--- src/rtl/wildcard_match_pkg.sv ---
// Shared types for the wildcard match pipeline: table entry layout and index constants.
package wildcard_match_pkg;

  // Widest pattern the table storage supports; narrower DATA_W values zero-extend.
  localparam int unsigned MAX_DATA_W = 32;

  // Index reported when no enabled entry matches.
  localparam int unsigned NO_HIT = 0;

  typedef struct packed {
    logic [MAX_DATA_W-1:0] value;
    logic [MAX_DATA_W-1:0] mask;
    logic                  en;
  } entry_t;

endpackage

--- src/rtl/wm_prio_enc.sv ---
// Priority encoder over a match vector; PRIO_HIGH picks highest or lowest set bit.
module wm_prio_enc
  import wildcard_match_pkg::*;
#(
  parameter int unsigned NUM_ENT   = 8,
  parameter int unsigned IDX_W     = $clog2(NUM_ENT),
  parameter bit          PRIO_HIGH = 1'b0
) (
  input  logic [NUM_ENT-1:0] vec,
  output logic               hit_c,
  output logic [IDX_W-1:0]   idx_c
);

  // Scan so the winning index is the last one assigned.
  always_comb begin
    idx_c = IDX_W'(NO_HIT);
    hit_c = |vec;
    for (int i = 0; i < int'(NUM_ENT); i++) begin
      if (PRIO_HIGH) begin
        if (vec[i]) idx_c = IDX_W'(i);
      end else begin
        if (vec[int'(NUM_ENT) - 1 - i]) idx_c = IDX_W'(int'(NUM_ENT) - 1 - i);
      end
    end
  end

endmodule

--- src/rtl/wildcard_match_pipe.sv ---
// Two-stage programmable wildcard classifier: compare against all entries, then priority-encode.
module wildcard_match_pipe
  import wildcard_match_pkg::*;
#(
  parameter int unsigned DATA_W    = 8,
  parameter int unsigned NUM_ENT   = 8,
  parameter int unsigned IDX_W     = $clog2(NUM_ENT),
  parameter int unsigned CNT_W     = 16,
  parameter bit          PRIO_HIGH = 1'b0
) (
  input  logic              clk,
  input  logic              rst,
  input  logic              cfg_we,
  input  logic [IDX_W-1:0]  cfg_idx,
  input  logic [DATA_W-1:0] cfg_value,
  input  logic [DATA_W-1:0] cfg_mask,
  input  logic              cfg_en,
  input  logic              in_valid,
  output logic              in_ready,
  input  logic [DATA_W-1:0] in_data,
  output logic              out_valid,
  input  logic              out_ready,
  output logic              out_hit,
  output logic [IDX_W-1:0]  out_idx,
  output logic [NUM_ENT-1:0] out_vec,
  output logic [CNT_W-1:0]  hit_cnt
);

  entry_t                tbl [NUM_ENT];
  logic                  idx_ok_c;
  logic [MAX_DATA_W-1:0] in_ext_c;
  logic [NUM_ENT-1:0]    match_c;
  logic                  s1_valid;
  logic [NUM_ENT-1:0]    s1_vec;
  logic                  enc_hit_c;
  logic [IDX_W-1:0]      enc_idx_c;

  // Out-of-range table indices only exist when NUM_ENT is not a power of two.
  if (NUM_ENT == (1 << IDX_W)) begin : g_idx_full
    assign idx_ok_c = 1'b1;
  end else begin : g_idx_part
    assign idx_ok_c = (cfg_idx < IDX_W'(NUM_ENT));
  end

  // Whole pipe advances together; the output register frees up when drained or empty.
  assign in_ready = !out_valid || out_ready;

  assign in_ext_c = MAX_DATA_W'(in_data);

  // Table writes land on the next edge, independent of pipeline stalls.
  always_ff @(posedge clk or posedge rst) begin
    if (rst) begin
      for (int i = 0; i < int'(NUM_ENT); i++) tbl[i] <= '0;
    end else if (cfg_we && idx_ok_c) begin
      tbl[cfg_idx] <= '{value: MAX_DATA_W'(cfg_value),
                        mask:  MAX_DATA_W'(cfg_mask),
                        en:    cfg_en};
    end
  end

  // Per-entry compare; cleared mask bits are don't-care.
  always_comb begin
    match_c = '0;
    for (int i = 0; i < int'(NUM_ENT); i++) begin
      match_c[i] = tbl[i].en && (((in_ext_c ^ tbl[i].value) & tbl[i].mask) == '0);
    end
  end

  // Stage 1: capture compare vector against the table as it stands before any same-cycle write.
  always_ff @(posedge clk or posedge rst) begin
    if (rst) begin
      s1_valid <= 1'b0;
      s1_vec   <= '0;
    end else if (in_ready) begin
      s1_valid <= in_valid;
      if (in_valid) s1_vec <= match_c;
    end
  end

  wm_prio_enc #(
    .NUM_ENT   (NUM_ENT),
    .IDX_W     (IDX_W),
    .PRIO_HIGH (PRIO_HIGH)
  ) u_enc (
    .vec   (s1_vec),
    .hit_c (enc_hit_c),
    .idx_c (enc_idx_c)
  );

  // Stage 2: register the encoded result; held stable while downstream stalls.
  always_ff @(posedge clk or posedge rst) begin
    if (rst) begin
      out_valid <= 1'b0;
      out_hit   <= 1'b0;
      out_idx   <= IDX_W'(NO_HIT);
      out_vec   <= '0;
    end else if (in_ready) begin
      out_valid <= s1_valid;
      if (s1_valid) begin
        out_hit <= enc_hit_c;
        out_idx <= enc_idx_c;
        out_vec <= s1_vec;
      end
    end
  end

  // Saturating count of hit results handed downstream.
  always_ff @(posedge clk or posedge rst) begin
    if (rst) begin
      hit_cnt <= '0;
    end else if (out_valid && out_ready && out_hit && (hit_cnt != '1)) begin
      hit_cnt <= hit_cnt + CNT_W'(1);
    end
  end

endmodule

--- config.mk ---
export PLATFORM = sky130hd
export DESIGN_NAME = wildcard_match_pipe
export DESIGN_NICKNAME = d
export VERILOG_FILES = /design/src/rtl/wildcard_match_pkg.sv /design/src/rtl/wm_prio_enc.sv /design/src/rtl/wildcard_match_pipe.sv
export SDC_FILE = /design/constraint.sdc
export NUM_CORES = 1
export LEC_CHECK = 0
export ABC_AREA = 1
export CORE_UTILIZATION = 41
export DETAILED_ROUTE_END_ITERATION = 16
export GPL_TIMING_DRIVEN = 0
export PLACE_DENSITY_LB_ADDON = 0.12
export SETUP_SLACK_MARGIN = 0.02
export SYNTH_ARGS = -nofsm -noshare
export SYNTH_HDL_FRONTEND = slang
export SYNTH_HIERARCHICAL = 1
export SYNTH_SLANG_ARGS = --single-unit
--- constraint.sdc ---
create_clock -name clk -period 5.7 [get_ports clk]
set_input_delay 1.14 -clock clk [delete_from_list [all_inputs] [get_ports clk]]
set_output_delay 1.14 -clock clk [all_outputs]
set_load 0.03 [all_outputs]
==> metrics.txt <==
Slew headroom about half; num rows 50; Critical Path RT 4.56 ns; max frequency about 0.28 GHz; layout cell share with drive strength beyond 1 slightly below 9%; area leader, netlist dfrtp_1; Net Count, Synth 1,030; start point of the worst hold path tbl[69]; CTS Buffer Depth 2; pwr dens roughly 370 nW/um^2; # setup viols final 0; fin. max-slew vios 0; Tot GR Track Use between 20 and 25%; antenna diode count 0; ys flop type dfrtp_1; dpl cell area around 9100 sq um; synthesized flop and latch total 174; Lkg Pwr 4.66 nW; grt ovf 0; cts repair resizes 0; Power Total approximately 0.0036 W; critical-path maximum fanout 5; WS Path Type in -> out; worst hold path class reg -> reg; initial drt markers around 400; height of the die about 140 um; Final ANT Viol Nets 0; final wirelength between 20,000 and 25,000 um; Data arrival, critical path between 2 and 2.5 ns; status finished, final reports clean; clk slew on worst S/H paths 0.07 ns; core area 19,000 sq um; Final GP Congestion around 0.8; yosys warns 6; Setup TNS 0 ns; Final Skew between 0.005 and 0.006 ns; H-tree depth 4; r2r endpoint hit_cnt[13]; Worst Setup End Kind primary output; Reg2Reg Launch Point hit_cnt[0]; largest net degree at the start of global routing 42; top cell type's share of synthesized area a little over half; IO Pins 63; cell with the most instances after synthesis nand2_1; r2r worst-path depth 8; post-layout min period 3.63 ns; P&R area growth vs syn 20.5%; initial antenna violation count 0; Final Util approximately half; Yosys cell types 24; chip width roughly 140 um; crit path capture in_ready; r2r setup slk ~4.0 ns; Num CTS Buffers 17; max_cap viols 0; via count roughly 6,700; Clock Latency Late Sink between 0.4 and 0.5 ns; actual slew at the worst max-slew pin roughly 0.72 ns; drc violations 0; register area share after synthesis around 54%; Mapped Cells approximately 1,000; total iterations of the first detailed-routing run 5; Avg Cell Area, Syn slightly above 8 sq um; Finished Cell Area ~9700 sq um; Synth area leaders dfrtp_1 (54%), nand2_1 (16%), o21ai_0 (8.9%), nand3_1 (4.5%), inv_1 (3.8%); first-pass GRT wire length about 34,000 um; # clock sinks between 150 and 200; Critical Path Source out_ready; fin crit share a little under two thirds; die area just over 20,000 sq um; TritonCTS clock tree done; # hold bufs at CTS 0; starting density of the core between 40 and 50%; asr flop ratio synth 100%; setup bufs post-CTS 0; Worst VDD drop about 0.25 mV; mean number of vias per cell 4.93; root buf cell clkbuf_16; EDFF count, synth 0; vias in the first global route around 6,300; port buffer count 61; Hold Vio Cnt, Final 0; RSZ-0062 raised after global routing no; Hold WS between 0.4 and 0.5 ns; Synth top cells by count nand2_1 (346), dfrtp_1 (174), o21ai_0 (143); Routed WL per cell approximately 15 um; startpoint types primary input; fin nets ~1,100; Post-DP HPWL 14,900 um; Post-Synthesis Cell Area ~8000 sq um
logic make-up after synthesis:
logic type	synth area share, %
xor gates and xnor gates	0.654
buffers and inverters	5.81
DFF	54.2
muxes	1.68
adders and majority gates	0.156
AOI/OAI and AO/OA	9.93
and+or+nand+nor	27.6
state kept, by name, summed over array words and instances (netlist names):
signal / flops
out_vec: 8
out_valid: 1
out_idx: 3
s1_vec: 8
hit_cnt: 16
tbl: 136
out_hit: 1
s1_valid: 1
critical path, cell delays in order:
cell and delay [ns]:
clkdlybuf4s50_1 0.46, inv_1 0.07, nand2_1 0.13, clkdlybuf4s50_1 0.69
metal layers:
metal / share of wire [%] / vias to the layer above / routed length, um / global-route usage (%)
li1: - / 3340 / - / -
met1: 47 / 3178 / 9840 / 31.0
met2: 48 / 135 / 9960 / 37.0
met3: 4.1 / 14 / 859 / 3.20
met4: 1.1 / 0 / 231 / 6.51
met5: 0 / - / 0 / 0
placed cells by master (no fill, tap or decap), drive strengths merged:
cell           count
a31oi              1
clkinv             4
mux2              12
bufinv             3
inv               91
nand3             73
buf               12
nand4             10
clkbuf            44
o21ai            143
nand2            348
xnor2              6
nor3               2
a21boi             1
dfrtp            174
clkdlybuf4s50     61
nor2              64
clkinvlp           2
or2               28
ha                 1
a21oi             13
layout make-up:
class / count / area (sq um)
Timing Repair Buffer: 65 / 691
Multi-Input combinational cell: 702 / 3220
Fill cell: 1881 / 9270
Sequential cell: 174 / 4350
Buffer: 35 / 148
Clock buffer: 17 / 425
Clock inverter: 15 / 203
Inverter: 85 / 323
Tap cell: 260 / 325
through the flow:
step | cells | worst slack (ns)
final | 1353 | 2.07
after global routing | 1353 | 2.03
after CTS | 1353 | 2.07
after detailed placement | 1321 | 2.08
after global placement | 1317 | 0.723
after floorplan | 996 | 2.34
worst min-delay path by stage:
stage	to	slack [ns]	depth (start not counted)
2_1_floorplan	out_valid	0.45	2
3_3_place_gp	tbl[66]	0.46	2
3_5_place_dp	tbl[263]	0.47	2
4_1_cts	tbl[263]	0.49	2
5_1_grt	tbl[460]	0.50	2
6_report	tbl[69]	0.48	2
report_power, final:
part           switching (W)  internal [W]  leakage [nW]  total [W]
registers           0.000154       0.00146          2.21    0.00162
logic               0.000417      0.000304          2.14   0.000722
clock network       0.000542      0.000709         0.308    0.00125
No activity file was read; power rests on OpenSTA's default activity.
